===== src/rtl/exception_ctrl.sv =====
// Exception / interrupt controller. It arbitrates one software exception slot
// and NCH external interrupt channels, presents one vector at a time to the
// CPU, and tracks the CPU's service of that vector through IDLE/REQ/SERVICE.
//
// Handshake: exception/vector form a request that is held stable while in REQ;
// ack is sampled only in REQ and completes the transfer on that edge (ack wins
// over a simultaneous ie drop). eoi is sampled only in SERVICE. Strobes seen in
// any other state have no effect.
module exception_ctrl #(
    parameter int NCH      = 8,
    parameter int VW       = 5,
    parameter int IRQ_BASE = 8,
    parameter int EXC_MIN  = 4
) (
    input  logic           clk,
    input  logic           rst,
    input  logic           ie,
    input  logic [NCH-1:0] irq_n,
    input  logic           exc_valid,
    input  logic [VW-1:0]  exc_vec,
    input  logic           mask_we,
    input  logic [NCH-1:0] mask_wdata,
    input  logic           ack,
    input  logic           eoi,
    output logic           exception,
    output logic [VW-1:0]  vector,
    output logic           iack_n,
    output logic [NCH-1:0] pending,
    output logic           busy,
    output logic           exc_ovf,
    output logic [1:0]     state_dbg
);

    localparam int            CW         = (NCH > 1) ? $clog2(NCH) : 1;
    localparam logic [VW-1:0] IRQ_BASE_V = VW'(IRQ_BASE);
    localparam logic [VW-1:0] EXC_MIN_V  = VW'(EXC_MIN);

    typedef enum logic [1:0] {
        ST_IDLE    = 2'd0,
        ST_REQ     = 2'd1,
        ST_SERVICE = 2'd2
    } state_t;

    state_t         state_q, state_d;
    logic [NCH-1:0] sync1_q, sync2_q, sync3_q;
    logic [NCH-1:0] pending_q, mask_q;
    logic           slot_valid_q;
    logic [VW-1:0]  slot_vec_q;
    logic           ovf_q;
    logic [VW-1:0]  vec_q;
    logic           src_slot_q;
    logic [CW-1:0]  src_ch_q;
    logic           iack_q;

    logic [NCH-1:0] irq_fall, selectable, clr_pend;
    logic           win_found;
    logic [CW-1:0]  win_ch;
    logic           load_sel, do_ack, clr_slot, exc_accept;

    assign irq_fall   = sync3_q & ~sync2_q;
    assign selectable = pending_q & ~mask_q;
    assign clr_slot   = do_ack & src_slot_q;
    assign exc_accept = exc_valid && (exc_vec >= EXC_MIN_V);

    // Lowest-index unmasked pending channel wins among the external lines.
    always_comb begin
        win_found = 1'b0;
        win_ch    = '0;
        for (int i = NCH - 1; i >= 0; i--) begin
            if (selectable[i]) begin
                win_found = 1'b1;
                win_ch    = CW'(i);
            end
        end
    end

    // Pending bit to retire when the CPU accepts a channel request.
    always_comb begin
        clr_pend = '0;
        if (do_ack && !src_slot_q) clr_pend[src_ch_q] = 1'b1;
    end

    // Next-state logic for the request/service sequencer.
    always_comb begin
        state_d  = state_q;
        load_sel = 1'b0;
        do_ack   = 1'b0;
        case (state_q)
            ST_IDLE: begin
                if (ie && (slot_valid_q || win_found)) begin
                    load_sel = 1'b1;
                    state_d  = ST_REQ;
                end
            end
            ST_REQ: begin
                if (ack) begin
                    do_ack  = 1'b1;
                    state_d = ST_SERVICE;
                end else if (!ie) begin
                    state_d = ST_IDLE;
                end
            end
            ST_SERVICE: begin
                if (eoi) state_d = ST_IDLE;
            end
            default: state_d = ST_IDLE;
        endcase
    end

    // State register, captured winner and the one-cycle acknowledge pulse.
    always_ff @(posedge clk or posedge rst) begin
        if (rst) begin
            state_q    <= ST_IDLE;
            vec_q      <= '0;
            src_slot_q <= 1'b0;
            src_ch_q   <= '0;
            iack_q     <= 1'b1;
        end else begin
            state_q <= state_d;
            iack_q  <= ~do_ack;
            if (load_sel) begin
                vec_q      <= slot_valid_q ? slot_vec_q : IRQ_BASE_V + VW'(win_ch);
                src_slot_q <= slot_valid_q;
                src_ch_q   <= win_ch;
            end
        end
    end

    // Synchronizers idle high; a falling edge latches pending, set beats clear.
    always_ff @(posedge clk or posedge rst) begin
        if (rst) begin
            sync1_q   <= '1;
            sync2_q   <= '1;
            sync3_q   <= '1;
            pending_q <= '0;
            mask_q    <= '1;
        end else begin
            sync1_q   <= irq_n;
            sync2_q   <= sync1_q;
            sync3_q   <= sync2_q;
            pending_q <= (pending_q & ~clr_pend) | irq_fall;
            if (mask_we) mask_q <= mask_wdata;
        end
    end

    // One-entry software slot; a slot freed this cycle may take a new vector.
    always_ff @(posedge clk or posedge rst) begin
        if (rst) begin
            slot_valid_q <= 1'b0;
            slot_vec_q   <= '0;
            ovf_q        <= 1'b0;
        end else begin
            if (exc_accept) begin
                if (slot_valid_q && !clr_slot) begin
                    ovf_q <= 1'b1;
                end else begin
                    slot_valid_q <= 1'b1;
                    slot_vec_q   <= exc_vec;
                end
            end else if (clr_slot) begin
                slot_valid_q <= 1'b0;
            end
        end
    end

    assign exception = (state_q == ST_REQ);
    assign vector    = exception ? vec_q : '0;
    assign busy      = (state_q == ST_SERVICE);
    assign iack_n    = iack_q;
    assign pending   = pending_q;
    assign exc_ovf   = ovf_q;
    assign state_dbg = state_q;

endmodule


===== config.mk =====
export PLATFORM = sky130hd
export DESIGN_NAME = exception_ctrl
export DESIGN_NICKNAME = d
export VERILOG_FILES = /design/src/rtl/exception_ctrl.sv
export SDC_FILE = /design/constraint.sdc
export NUM_CORES = 1
export LEC_CHECK = 0
export BUFFER_PORTS_ARGS = -buffer_cell sky130_fd_sc_hd__buf_2
export CORE_AREA = 5 5 80 82
export CTS_CLUSTER_DIAMETER = 40
export DETAILED_ROUTE_END_ITERATION = 6
export DIE_AREA = 0 0 85 87
export HOLD_SLACK_MARGIN = 0.08
export PLACE_DENSITY = 0.62
export SYNTH_ARGS = -nofsm -noshare
export SYNTH_HDL_FRONTEND = slang
export SYNTH_SLANG_ARGS = --single-unit

===== constraint.sdc =====
create_clock -name clk -period 4.66 [get_ports clk]
set_input_delay 1.398 -clock clk [delete_from_list [all_inputs] [get_ports clk]]
set_output_delay 1.398 -clock clk [all_outputs]
set_load 0.02 [all_outputs]

==> out/metrics.yaml, run 1 <==
worstPathRequired_ns: 3.26
die-area_mm2: 0.00740
slew_headroom_pct: 59.4
num_rows: 28
critPathLaunch: "state_dbg[0]"
post-route-min-period_ns: 2.86
arrival_ns: 1.47
clock_latency_ns: 0.33
fin_total_pwr_w: 0.00131
drc_errors: 0
setup_ws_ns: 1.80
grt_pass1_vias: 1482
die_w_um: 85
p_comb_share_pct: 17.0
rsz0062_at_grt: "no"
fp.coreArea_mm2: 0.00568
critPathMaxFanout: 8
status: "finished, final reports clean"
cts.clk_slew.worst_paths_ns: 0.06
io_buffers: 46
cts.sinks: 59
power_density_mw_per_mm2: 481
cts_max_path_buffers: 2
gp_congestion: 0.762
r2r_cells: 4
placed_cell_area_mm2: 0.00255
final_cell_mix: "buf_2 (46), dfstp_2 (33), dfrtp_1 (26)"
worstSetupEndpoint: "vector[0]"
skew_ns: 0.00799
post-place-ws_ns: 2.08
start_util_pct: 39.4
regToRegSetupSlack_ns: 2.43
dp_hpwl_mm: 3.00
cts_tree: "built"
swShare_pct: 28.9
synth_cell_types: 28
final_common_cell: "buf_2"
p_switching_w: 0.000380
final_area_mm2: 0.00273
seq_power_share_pct: 50.8
grt_max_degree: 31
setup-tns-final_ns: 0
ys_seq_area_share_pct: 67.8
vias: 1432
whs_ns: 0.355
overflow: 0
hold_viol_final: 0
tightest_slew_ns: 0.609
post-cts-setup-buffers: 0
grt_pass1_wl_mm: 7.20
ant_nets: 0
setup-violations-final: 0
end_kind: "output port"
start_kind: "flip-flop"
ir_drop_mv: 0.250
chipHeight_um: 87
hp-class: "flip-flop to flip-flop"
first_pass_iters: 4
ys_async_sr_fraction_pct: 100
grt_antenna_before_repair: 0
cts_resized: 0
io_pins: 47
htreeDepth: 3
syn_area_mm2: 0.00224
drive_above_1_share_pct: 48.9
cts.hold.buffers_added: 0
synthFlopType: "dfstp_2"
avgSynthCellArea_um2: 12.9
diodes: 0
drt_wl_total_mm: 4.20
max_freq_ghz: 0.349
r2r_start: "mask_q[2]"
netlist_instances: 174
r2r_end: "src_slot_q"
synth_nets: 202
cap_viol_max_count: 0
p_leak_nw: 1.20
pwr-share-clk_pct: 32.2
cts_root_buffer: "clkbuf_8"
maxSlewViolCount: 0
syn2layout_area_growth_pct: 22.2
nets: 256
wl_per_cell_um: 13.6
yosysWarnings: 0
synth_seq_cells: 59
cts_buffers: 9
power.internal_w: 0.000935
drt_iter0_markers: 71
via_per_inst: 4.65
timing.final.crit_share_pct: 61.5
critical_path_class: "flip-flop to output port"
track_usage_pct: 12.8
synth_edf_count: 0
[power groups by stage]
stage               registers (W)  logic, W  clock network, W
detailed placement       0.000677  0.000227                 0
finish                   0.000668  0.000223          0.000424
floorplan                0.000664  0.000167                 0
CTS                      0.000669  0.000227          0.000441
global route             0.000680  0.000254          0.000464
global placement         0.000674  0.000223                 0
[registers in the layout, indices dropped and copies added (netlist names)]
signal	cells
exc_ovf	1
iack_n	1
mask_q	8
pending	8
slot_valid_q	1
slot_vec_q	5
src_ch_q	3
src_slot_q	1
state_dbg	2
sync1_q	8
sync2_q	8
sync3_q	8
vec_q	5
[kinds of logic (layout without fill, tap and decap cells)]
| group | after synthesis | after routing | synth area share, % |
|---|---|---|---|
| flops | 59 | 59 | 67.8 |
| compound gates | 36 | 36 | 10.1 |
| simple gates | 49 | 49 | 12.0 |
| buf+inv | 16 | 75 | 3.02 |
| mux | 14 | 14 | 7.05 |
[worst max-delay path, stage by stage (launching register included)]
cell and delay [ns]:
dfrtp_1 0.39, nor2b_1 0.41, and2_1 0.18, buf_2 0.15
[per-stage QoR]
stage                     utilization [%]  std cells
after detailed placement             44.9        292
final                                48.2        308
after floorplan                         -        174
after CTS                            48.2        308
after global placement               44.9        292
after global routing                 48.2        308
[worst min path at each step]
| stage | cells after the start | slack, ns | from | end |
|---|---|---|---|---|
| after floorplan | 0 | 0.35 | sync1_q[0] | sync2_q[0] |
| after global routing | 0 | 0.36 | sync1_q[0] | sync2_q[0] |
| after detailed placement | 0 | 0.35 | sync1_q[0] | sync2_q[0] |
| after global placement | 0 | 0.35 | sync1_q[6] | sync2_q[6] |
| after CTS | 0 | 0.36 | sync1_q[0] | sync2_q[0] |
| final | 0 | 0.35 | sync1_q[0] | sync2_q[0] |
[routing by layer]
layer | global-route usage (%) | wire length, um
met3 | 6.34 | 404
met5 | 0 | 0
met2 | 19.4 | 2040
met4 | 4.75 | 0
met1 | 15.8 | 1760
[synth_stat cells, drive strengths merged, types with 2 or more instances]
library cell / number / area share, %
nand2b: 8 / 2.2
nor2: 3 / 0.50
a22oi: 2 / 0.67
and2: 5 / 1.4
inv: 12 / 2.0
clkbuf: 3 / 0.50
o31ai: 5 / 2.3
nand2: 16 / 2.7
nor2b: 6 / 1.7
nand3: 3 / 0.67
o21ai: 24 / 5.4
nand3b: 2 / 0.67
dfrtp: 26 / 29
dfstp: 33 / 39
mux2: 14 / 7.0
[area by class of cell]
type                       instances  area (um^2)
fill                             536         2940
sequential                        59         1520
multi-input combinational         99          652
timing repair buffer              47          238
clock buffer                      10          149
tap                               75         93.8
inverter                          12         45.0
clock inverter                     6         38.8
Note: power is estimated with default switching activity, not from simulation.
==> run 2, diff against run 1 <==
--- a/config.mk
+++ b/config.mk
@@ -11,7 +11,7 @@
 export DETAILED_ROUTE_END_ITERATION = 6
 export DIE_AREA = 0 0 85 87
 export HOLD_SLACK_MARGIN = 0.08
-export PLACE_DENSITY = 0.62
+export PLACE_DENSITY = 0.64
 export SYNTH_ARGS = -nofsm -noshare
 export SYNTH_HDL_FRONTEND = slang
 export SYNTH_SLANG_ARGS = --single-unit
==> constraint.sdc (replaced) <==
create_clock -name clk -period 2.6 [get_ports clk]
set_input_delay 0.78 -clock clk [delete_from_list [all_inputs] [get_ports clk]]
set_output_delay 0.78 -clock clk [all_outputs]
set_load 0.02 [all_outputs]
==> out/metrics.yaml, run 2 (synthesized netlist as in run 1, its figures left out) <==
status: "finished, final reports clean"
p_switching_w: 0.000660  # +74%
vias: 1412  # -1.4%
diodes: 0  # unchanged
io_pins: 47  # unchanged
grt_pass1_wl_mm: 6.91  # -4.0%
power_density_mw_per_mm2: 941  # +96%
cts_resized: 0  # unchanged
seqCellArea_mm2: 0.00152  # unchanged
hold_path_startpoint: "sync1_q[1]"
wl_per_cell_um: 13.3  # -2.4%
rsz0062_at_grt: "no"
end_kind: "output port"
skew_ns: 0.00757  # -0.000418 ns
fin_total_pwr_w: 0.00265  # +100%
max_stage_delay_ns: 0.39  # -0.02 ns
nets: 256  # unchanged
drt_iter0_markers: 80  # +13%
fill_cells: 527  # -1.7%
worstHoldEndpoint: "sync2_q[1]"
start_kind: "flip-flop"
critical_path_class: "flip-flop to output port"
multi_input_area_um2: 652  # unchanged
setup-violations-final: 0  # unchanged
cts_tree: "built"
cap_viol_max_count: 0  # unchanged
post-route-min-period_ns: 2.22
htreeDepth: 3  # unchanged
setup_ws_ns: 0.377  # -1.42 ns
io_buffers: 46  # unchanged
cts.clk_slew.worst_paths_ns: 0.07  # about the same
seq_power_share_pct: 45.0  # -5.8 points
p_leak_nw: 1.24  # +3.7%
cts_buffers: 9  # unchanged
pwr-share-clk_pct: 39.8  # +7.6 points
drive_above_1_share_pct: 48.9  # unchanged
ant_nets: 0  # unchanged
drc_errors: 0  # unchanged
drt_wl_total_mm: 4.10  # -2.4%
cts.hold.buffers_added: 0  # unchanged
via_per_inst: 4.58  # -1.4%
clock_latency_ns: 0.33  # about the same
final_cell_mix: "buf_2 (46), dfstp_2 (33), dfrtp_1 (26)"
final_common_cell: "buf_2"
post-cts-setup-buffers: 0  # unchanged
maxSlewViolCount: 0  # unchanged
num_rows: 28  # unchanged
syn2layout_area_growth_pct: 26.0
hp-class: "flip-flop to flip-flop"
whs_path_depth: 0  # unchanged
fp.coreArea_mm2: 0.00568  # unchanged
critPathTopFamily: "simple AND/OR/NAND/NOR gates"
grt_max_degree: 60  # +94%
grt_pass1_vias: 1483  # +0.067%
arrival_ns: 1.44  # -0.03 ns
overflow: 0  # unchanged
track_usage_pct: 12.5  # -0.37 points
die_w_um: 85  # unchanged
tightest_slew_ns: 0.549  # -0.0596 ns
r2r_end: "src_slot_q"
dpl.cell_count: 292  # unchanged
die-area_mm2: 0.00740  # unchanged
stdcell_count: 308  # unchanged
start_util_pct: 39.4  # unchanged
ir_drop_mv: 0.497  # +99%
post-place-ws_ns: 0.406  # -1.68 ns
p_comb_share_pct: 15.2  # -1.8 points
hold_viol_final: 0  # unchanged
crit_buf_inv: 1  # unchanged
setup-tns-final_ns: 0  # unchanged
power.internal_w: 0.00199  # +110%
r2r_cells: 4  # unchanged
first_pass_iters: 4  # unchanged
max_freq_ghz: 0.450
regToRegSetupSlack_ns: 0.41  # -2.02 ns
worstPathRequired_ns: 1.82  # -1.44 ns
crit_path_top_delay_cell: "dfrtp_1"
dp_hpwl_mm: 2.89  # -3.7%
grt_antenna_before_repair: 0  # unchanged
critPathMaxFanout: 8  # unchanged
path_cells: "nor2b_1 > and2_1 > buf_2"
r2r_start: "mask_q[2]"
slew_headroom_pct: 63.4  # +4.0 points
gp_congestion: 0.742  # -2.6%
whs_ns: 0.348  # -0.00693 ns
cts_root_buffer: "clkbuf_8"
cts_max_path_buffers: 2  # unchanged
timing.final.crit_share_pct: 85.5
chipHeight_um: 87  # unchanged
swShare_pct: 24.9  # -4.0 points
cts.sinks: 59  # unchanged
[run 2: cell count changes in the layout (fill, tap and decap cells not counted)]
| cell | change |
|---|---|
| bufinv_16 | +3 |
| buf_12 | +1 |
| buf_4 | -1 |
| clkbuf_8 | +3 |
| clkbuf_16 | -1 |
| clkinv_2 | -2 |
| clkinvlp_4 | -2 |
| clkinv_4 | -1 |
[run 2: per-layer routing]
layer | GRT usage [%] | wire length, um | vias to the layer above | share of wire (%)
met5 | 0 | 0 | - | 0
met4 | 6.04 | 85 | 0 | 2.1
met3 | 5.30 | 278 | 10 | 6.8
met2 | 19.8 | 1980 | 36 | 48
met1 | 14.5 | 1760 | 663 | 43
li1 | - | - | 703 | -
[run 2: how the worst max path moves through the flow]
stage | start | end | slack [ns] | cells past startpoint
after floorplan | rst | exc_ovf | 0.42 | 1
after global placement | mask_q[2] | vec_q[2] | 0.45 | 4
after detailed placement | mask_q[2] | vec_q[2] | 0.41 | 4
after CTS | state_dbg[0] | vector[0] | 0.34 | 3
after global routing | state_dbg[0] | vector[4] | 0.21 | 3
final | state_dbg[0] | vector[0] | 0.38 | 3
[run 2: final cells by class]
class	count	share of cell area [%]
sequential	59	53.8
inverter	12	1.60
timing repair buffer	47	8.88
multi-input combinational	99	23.1
tap	75	3.33
clock buffer	12	5.86
clock inverter	4	3.37
[run 2: worst reg2reg max path, cell delays in order (launching register included)]
cell	delay, ns
dfstp_2	0.53
and2b_4	0.18
or4_4	0.49
o31ai_4	0.48
mux2_2	0.39
[run 2: per-stage QoR]
stage	util, %	instance area [um^2]
2_1_floorplan	-	2240
3_3_place_gp	45.1	2560
3_5_place_dp	45.1	2560
4_1_cts	49.7	2820
5_1_grt	49.7	2820
6_report	49.7	2820
[run 2: power groups by stage]
stage | sequential (W) | combinational [W] | clock (W)
after floorplan | 0.00119 | 0.000299 | 0
after detailed placement | 0.00121 | 0.000411 | 0
final | 0.00119 | 0.000404 | 0.00106
after global placement | 0.00121 | 0.000405 | 0
after global routing | 0.00122 | 0.000464 | 0.00113
after CTS | 0.00120 | 0.000413 | 0.00108
